<file path="src/rtl/nv_checkpoint_ctrl.sv">
// Checkpoint controller: backs up dirty register slots into a non-volatile shadow
// array and writes the shadow back on restore. Optional feature: BACKUP_SKIP_CLEAN_EN.
module nv_checkpoint_ctrl #(
    parameter int NSLOT  = 3,
    parameter int W      = 32,
    parameter int WR_LAT = 2
) (
    input  logic                 Clk,
    input  logic                 Rst,
    input  logic                 Backup_req,
    input  logic                 Restore_req,
    input  logic                 Nv_clr,
    input  logic [2*NSLOT-1:0]   Dirty_vals,
    output logic [NSLOT-1:0]     Backup_ens,
    output logic [NSLOT-1:0]     Backup_acks,
    input  logic [NSLOT*W-1:0]   Backup_Vouts,
    output logic [NSLOT-1:0]     Restore_ens,
    output logic [NSLOT*W-1:0]   Restore_Vins,
    output logic                 Stand_by,
    output logic                 Backup_done,
    output logic                 Restore_done
);

    localparam int               IW           = (NSLOT > 1) ? $clog2(NSLOT) : 1;
    localparam logic [IW-1:0]    LP_LAST      = IW'(NSLOT - 1);
    localparam logic [IW-1:0]    LP_IDX_ONE   = IW'(1);
    localparam logic [3:0]       LP_WAIT_INIT = (WR_LAT > 0) ? 4'(WR_LAT - 1) : 4'd0;
    localparam logic [NSLOT-1:0] LP_ONE       = NSLOT'(1);

    typedef enum logic [3:0] {
        ST_IDLE,
        ST_BK_SCAN,
        ST_BK_EN,
        ST_BK_CAP,
        ST_BK_WAIT,
        ST_BK_ACK,
        ST_BK_DONE,
        ST_RS_SCAN,
        ST_RS_EN,
        ST_RS_DONE
    } state_t;

    state_t             r_state;
    logic [IW-1:0]      r_idx;
    logic [3:0]         r_wait_cnt;
    logic [NSLOT-1:0]   r_backup_ens;
    logic [NSLOT-1:0]   r_backup_acks;
    logic [NSLOT-1:0]   r_restore_ens;
    logic               r_stand_by;
    logic               r_backup_done;
    logic               r_restore_done;
    logic [NSLOT-1:0]   r_valid;

    logic [NSLOT-1:0]   w_sel;
    logic               w_cap;
    logic               w_clr;
    logic               w_unused_dirty;

    // A capture coinciding with reset is dropped so the shadow never sees a half-aborted write.
    assign w_cap = (r_state == ST_BK_CAP) && !Rst;
    assign w_clr = (r_state == ST_IDLE) && Nv_clr;
    assign w_unused_dirty = ^Dirty_vals;

    generate
        for (genvar gi = 0; gi < NSLOT; gi++) begin : g_slot
            logic [W-1:0] r_shadow;

            always_ff @(posedge Clk) begin
                if (w_cap && (r_idx == IW'(gi))) begin
                    r_shadow <= Backup_Vouts[gi*W +: W];
                end
            end

            assign Restore_Vins[gi*W +: W] = r_valid[gi] ? r_shadow : '0;
`ifdef BACKUP_SKIP_CLEAN_EN
            assign w_sel[gi] = Dirty_vals[2*gi];
`else
            assign w_sel[gi] = 1'b1;
`endif
        end
    endgenerate

    // Valid bits survive Rst; only a clear requested while idle wipes them.
    always_ff @(posedge Clk) begin
        if (w_cap) begin
            r_valid[r_idx] <= 1'b1;
        end else if (w_clr) begin
            r_valid <= '0;
        end
    end

    always_ff @(posedge Clk) begin
        if (Rst) begin
            r_state        <= ST_IDLE;
            r_idx          <= '0;
            r_wait_cnt     <= '0;
            r_backup_ens   <= '0;
            r_backup_acks  <= '0;
            r_restore_ens  <= '0;
            r_stand_by     <= 1'b0;
            r_backup_done  <= 1'b0;
            r_restore_done <= 1'b0;
        end else begin
            r_backup_ens   <= '0;
            r_backup_acks  <= '0;
            r_restore_ens  <= '0;
            r_backup_done  <= 1'b0;
            r_restore_done <= 1'b0;
            case (r_state)
                ST_IDLE: begin
                    if (Backup_req) begin
                        r_state    <= ST_BK_SCAN;
                        r_idx      <= LP_LAST;
                        r_stand_by <= 1'b1;
                    end else if (Restore_req) begin
                        r_state    <= ST_RS_SCAN;
                        r_idx      <= LP_LAST;
                        r_stand_by <= 1'b1;
                    end
                end
                ST_BK_SCAN: begin
                    if (w_sel[r_idx]) begin
                        r_state      <= ST_BK_EN;
                        r_backup_ens <= LP_ONE << r_idx;
                    end else if (r_idx == '0) begin
                        r_state       <= ST_BK_DONE;
                        r_backup_done <= 1'b1;
                    end else begin
                        r_idx <= r_idx - LP_IDX_ONE;
                    end
                end
                ST_BK_EN: begin
                    r_state <= ST_BK_CAP;
                end
                ST_BK_CAP: begin
                    if (WR_LAT > 0) begin
                        r_state    <= ST_BK_WAIT;
                        r_wait_cnt <= LP_WAIT_INIT;
                    end else begin
                        r_state       <= ST_BK_ACK;
                        r_backup_acks <= LP_ONE << r_idx;
                    end
                end
                ST_BK_WAIT: begin
                    if (r_wait_cnt == 4'd0) begin
                        r_state       <= ST_BK_ACK;
                        r_backup_acks <= LP_ONE << r_idx;
                    end else begin
                        r_wait_cnt <= r_wait_cnt - 4'd1;
                    end
                end
                ST_BK_ACK: begin
                    if (r_idx == '0) begin
                        r_state       <= ST_BK_DONE;
                        r_backup_done <= 1'b1;
                    end else begin
                        r_state <= ST_BK_SCAN;
                        r_idx   <= r_idx - LP_IDX_ONE;
                    end
                end
                ST_RS_SCAN: begin
                    if (r_valid[r_idx]) begin
                        r_state       <= ST_RS_EN;
                        r_restore_ens <= LP_ONE << r_idx;
                    end else if (r_idx == '0) begin
                        r_state        <= ST_RS_DONE;
                        r_restore_done <= 1'b1;
                    end else begin
                        r_idx <= r_idx - LP_IDX_ONE;
                    end
                end
                ST_RS_EN: begin
                    if (r_idx == '0) begin
                        r_state        <= ST_RS_DONE;
                        r_restore_done <= 1'b1;
                    end else begin
                        r_state <= ST_RS_SCAN;
                        r_idx   <= r_idx - LP_IDX_ONE;
                    end
                end
                ST_BK_DONE, ST_RS_DONE: begin
                    r_state    <= ST_IDLE;
                    r_stand_by <= 1'b0;
                end
                default: begin
                    r_state    <= ST_IDLE;
                    r_stand_by <= 1'b0;
                end
            endcase
        end
    end

    assign Backup_ens   = r_backup_ens;
    assign Backup_acks  = r_backup_acks;
    assign Restore_ens  = r_restore_ens;
    assign Stand_by     = r_stand_by;
    assign Backup_done  = r_backup_done;
    assign Restore_done = r_restore_done;

endmodule

</file>
<file path="config.mk">
export PLATFORM = sky130hd
export DESIGN_NAME = nv_checkpoint_ctrl
export DESIGN_NICKNAME = d
export VERILOG_FILES = /design/src/rtl/nv_checkpoint_ctrl.sv
export SDC_FILE = /design/constraint.sdc
export NUM_CORES = 1
export LEC_CHECK = 0
export ABC_AREA = 1
export CAP_MARGIN = 15
export CORE_MARGIN = 10
export CORE_UTILIZATION = 46
export DETAILED_ROUTE_END_ITERATION = 8
export GPL_TIMING_DRIVEN = 0
export PLACE_DENSITY = 0.91
export SETUP_SLACK_MARGIN = 0.2
export SLEW_MARGIN = 20
export SYNTH_ARGS = -nofsm -noshare
export SYNTH_HDL_FRONTEND = slang
export SYNTH_SLANG_ARGS = --single-unit
</file>
<file path="constraint.sdc">
create_clock -name Clk -period 4.67 [get_ports Clk]
set_clock_uncertainty 0.1 [all_clocks]
set_input_delay 0.934 -clock Clk [delete_from_list [all_inputs] [get_ports Clk]]
set_output_delay 0.934 -clock Clk [all_outputs]
set_load 0.02 [all_outputs]
</file>
* Word-level counts from Yosys, hierarchy flattened *
Index checks and enable logic that the tools add are counted.

operators by class
  reductions and logical operators = 22
  add/subtract/negate cells = 2
  order comparisons = 2
  bitwise gates (word level) = 8
  shift operators = 1
  equal/unequal tests = 16
  muxes and demuxes = 37

operators by type and width
  kind                                                              count
  32-bit 2-to-1 mux                                                 3
  4-bit 2-to-1 mux                                                  9
  4-bit one-hot mux with 8 select lines                             1
  4-bit by 3-bit == test with 1-bit output (second input constant)  3
  2-bit 2-to-1 mux                                                  5
  3-bit 2-to-1 mux                                                  3
  3-bit inequality test (second input constant)                     3
  3-bit OR reduction                                                3
  4-bit by 2-bit == test with 1-bit output (second input constant)  2
  4-bit zero test                                                   2
  1-bit 2-to-1 mux                                                  8
  2-bit inequality test (second input constant)                     4
  2-bit one-hot mux with 4 select lines                             1
  4-bit one-hot mux with 2 select lines                             1
  4-bit AND reduction                                               2
  1-bit NOT                                                         7
  7-bit OR reduction                                                1
  1-bit logical AND                                                 6
  1-bit one-hot mux with 2 select lines                             3
  1-bit binary-select mux with 2-bit select                         2
  4-bit by 1-bit == test with 1-bit output (second input constant)  1
  4-bit == test (second input constant)                             1
  2-bit AND reduction                                               2
  2-bit nonzero test                                                2
  13 further kinds                                                  13

word-level totals
  input bits = 107
  register bits after elaboration = 121
  output and inout port bits = 108
  word-level logic and storage cells = 101

* Longest topological paths before layout *
  depth after elaboration = 6
  mapped depth = 11
  depth with buffers taken out = 10

* Worst setup path after synthesis *
OpenSTA, ideal clock, no wires.

  path kind = input port to flip-flop
  from = in Rst
  to = reg g_slot[0].r_shadow[0], enable pin
  slack = 1.350 ns
  required time = 4.149 ns
  cell stages on the path = 4
  arrival = 2.799 ns
  path buffers = 1
  cell sequence = inv_1 clkbuf_1 nand2_1 nor2_1

on the way
  word-level cells in the longest chain between the ends = 3

RTL lines
  element               line  source
  from (decl)           9     input logic Rst,
  1-bit zero test       60    assign w_cap = (r_state == ST_BK_CAP) && !Rst;
  1-bit logical AND     60
  1-bit logical AND     69    if (w_cap && (r_idx == IW'(gi))) begin
  to (signal assigned)  70    r_shadow <= Backup_Vouts[gi*W +: W];
  to (decl)             66    logic [W-1:0] r_shadow;

Every way passes these cells.
A chain may end at the register's enable or synchronous reset.

* Final worst setup path *
  from = reg r_valid[2]
  to = out Restore_Vins[74]

on the way
  word-level cells in the longest chain between the ends = 1

RTL lines
  element                            line  source
  from (decl)                        52    logic [NSLOT-1:0] r_valid;
  from (signal, indexed assignment)  86    r_valid[r_idx] <= 1'b1;
  from (signal assigned)             88    r_valid <= '0;
  32-bit 2-to-1 mux                  74    assign Restore_Vins[gi*W +: W] = r_valid[gi] ? r_shadow : '0;
  to (decl)                          18    output logic [NSLOT*W-1:0] Restore_Vins,

Every way passes these cells.

==> flow_summary.toml <==
[status]
result_of_the_run = "finished clean"

[clock_tree]
count_of_hold_buffers_inserted_by_post_cts_repair = 0
number_of_clock_sinks_seen_by_cts = 121
cts_inserted_buffers = 17
htree_num_levels = 4
cts.reportedPaths.clkPinSlew_ps = 60
cts_tree = "done"
cts.repair_timing.setup_buffer_count = 0
clk-insertion-delay-late_ps = 500
cts_repair_resize_count = 0
cts-root-to-sink-buffers = 2
clock_tree.root_cell = "sky130_fd_sc_hd__clkbuf_8"

[min_path]
hold_path_class = "flip-flop to flip-flop"

[detailed_routing]
vias = 4032
drtIter0Drc = 380
drt-vias-per-instance = 4.68
wire_per_inst_um = 16.7
detail_route.drc_violations = 0
drt_first_pass_iters = 5
ant_nets = 0
wirelength_um = 14400

[finish]
area.growth.synth_to_final_pct = 59.1
finish.net_count = 828
n_fill_cell = 677
postLayoutCellArea_um2 = 7860
final_common_cell = "sky130_fd_sc_hd__clkdlybuf4s50_1"
multiInputGateArea_um2 = 1040
antenna_cells = 0
regArea_um2 = 3410
layout.cells.most_common_list = "sky130_fd_sc_hd__clkdlybuf4s50_1 (208), sky130_fd_sc_hd__nand2_1 (141), sky130_fd_sc_hd__inv_1 (115)"
final_layout_size_suffix_gt1_share_pct = 7.02

[floorplan]
core_um2 = 10400
initial_utilization_pct = 47.4
design.die.area_um2 = 15300
core.rowCount = 37
die_width_um = 124
chipHeight_um = 124
io_pins = 215

[synth]
synth_warnings = 0
post_synth_mux_area_share_pct = 0
seq_total_area_yosys_pct = 69.1
async_reset_ff_share_pct = 0
yosys.cell_types.count = 25
mappedNetlistArea_um2 = 4940
synth_xor_area_share_pct = 0
ys_dominant_reg_cell = "sky130_fd_sc_hd__edfxtp_1"
synth_enable_flop_cells = 99
synth_compound_gate_area_share_pct = 2.15
synth_area_per_cell_um2 = 10.2
synth_fa_ha_area_share_pct = 1.52
synth_seq_cells = 121
synth_simple_gate_area_share_pct = 17.0
synthesis.instances = 485
synth_top_family_by_area = "simple AND/OR/NAND/NOR gates"
synth_fp_nets = 598

[sta]
final_period_util_pct = 71.3
timing.slew.headroom_pct = 69.0
timing.final.crit_period_ps = 3330
fmax_mhz = 301
final_report_max_slew_violation_count = 0
timing_hold_violations_final = 0
setup_viol = 0
worst_slew_pin_slew_ps = 465
setup_total_negative_slack_ps = 0
grt_setup_unrepaired = "no"

[global_routing]
grt_max_degree = 32
grt_first_pass_wirelength_um = 20800
globalRouteTotalUtil_pct = 18.0
antenna_violations_before_repair = 0
global_route.overflow_total = 0
via_count_of_the_first_global_routing_pass = 3970

[power]
peak_supply_drop_mv = 0.321
pwr_density_cell_nw_per_um2 = 471
p_leak_nw = 3.56

[setup_path]
cp.required_ps = 3640
crit_path_end_kind = "output port"
critical_path_class = "flip-flop to output port"
critPathArrivalTime_ps = 2290
worst-path-max-fanout = 10
critical_path_startpoint_category = "flip-flop"

[place]
cell_area_after_placement_um2 = 7280
last_weighted_congestion_value_of_the_routability_driven_placer = 0.911
buffer_ports.inserted = 208
post-dp-hpwl_um = 11200

[job]
max_cap_viol_count = 0
## flip-flops by register name, indices dropped and copies added (netlist names)
register,flops
Backup_ens,3
Stand_by,1
g_slot.r_shadow,96
Backup_acks,3
Backup_done,1
Restore_done,1
r_wait_cnt,4
r_state,4
Restore_ens,3
r_idx,2
r_valid,3
## final cells by class
cell class | count | share of cell area, %
timing repair buffer | 211 | 27.3
clock inverter | 11 | 1.97
sequential | 121 | 43.4
clock buffer | 19 | 5.36
buffer | 13 | 0.653
inverter | 121 | 5.78
tap | 136 | 2.16
multi-input combinational | 230 | 13.3
## Yosys cell counts (3+ instances only)
library cell,n,area (um2)
sky130_fd_sc_hd__nand3_1,14,70.1
sky130_fd_sc_hd__a21oi_1,13,65.1
sky130_fd_sc_hd__ha_1,6,75.1
sky130_fd_sc_hd__dfxtp_1,22,440
sky130_fd_sc_hd__clkbuf_1,11,41.3
sky130_fd_sc_hd__edfxtp_1,99,2970
sky130_fd_sc_hd__nand2_1,141,529
sky130_fd_sc_hd__inv_2,6,22.5
sky130_fd_sc_hd__nand2_2,4,25.0
sky130_fd_sc_hd__inv_1,115,432
sky130_fd_sc_hd__o21ai_1,3,15.0
sky130_fd_sc_hd__nor2_2,4,25.0
sky130_fd_sc_hd__nor2_1,31,116
## power by group
| part | internal, mW | switching, mW |
|---|---|---|
| combinational | 0.463 | 0.666 |
| clock | 0.851 | 0.424 |
| sequential | 1.25 | 0.0505 |
| total | 2.56 | 1.14 |
## worst paths after layout
| check | end | depth (start not counted) | from | slack (ps) |
|---|---|---|---|---|
| worst min-delay path | Stand_by$_SDFFE_PP0P_ | 2 | Stand_by$_SDFFE_PP0P_ | 350 |
| worst min register to register | Stand_by$_SDFFE_PP0P_ | 2 | Stand_by$_SDFFE_PP0P_ | 350 |
| worst max-delay path | Restore_Vins[74] | 5 | r_valid[2]$_SDFFCE_PN0P_ | 1340 |
| worst max register to register | g_slot[1].r_shadow[2]$_DFFE_PP_ | 6 | r_state[2]$_SDFFE_PP0P_ | 2470 |
## per-layer routing
metal / global-route usage (%) / wire (um)
met5: 0 / 0
met4: 6.55 / 254
met3: 5.93 / 1330
met2: 34.1 / 7810
met1: 17.8 / 5010
## worst max-delay path, cell delays in order (launching register included)
cell and delay (ps):
sky130_fd_sc_hd__edfxtp_1 320, sky130_fd_sc_hd__clkbuf_1 290, sky130_fd_sc_hd__clkbuf_1 400, sky130_fd_sc_hd__nand2_1 110, sky130_fd_sc_hd__inv_1 70, sky130_fd_sc_hd__clkdlybuf4s50_1 600
## metrics by stage
| step | power, mW | setup WS [ps] | cells | hold slack [ps] | utilization (%) |
|---|---|---|---|---|---|
| after floorplan | 1.94 | 1350 | 485 | 346 | - |
| after global placement | 2.39 | 88.0 | 829 | 344 | 69.1 |
| after detailed placement | 2.44 | 1600 | 832 | 349 | 69.9 |
| after CTS | 3.72 | 1280 | 862 | 363 | 75.5 |
| after global routing | 3.88 | 1150 | 862 | 392 | 75.5 |
| final | 3.70 | 1340 | 862 | 355 | 75.5 |
## kinds of logic after synthesis
group,after synthesis
compound gates,20
simple gates,204
flops,121
buf+inv,134
fa+ha+maj,6
(Power assumes the default switching activity.)
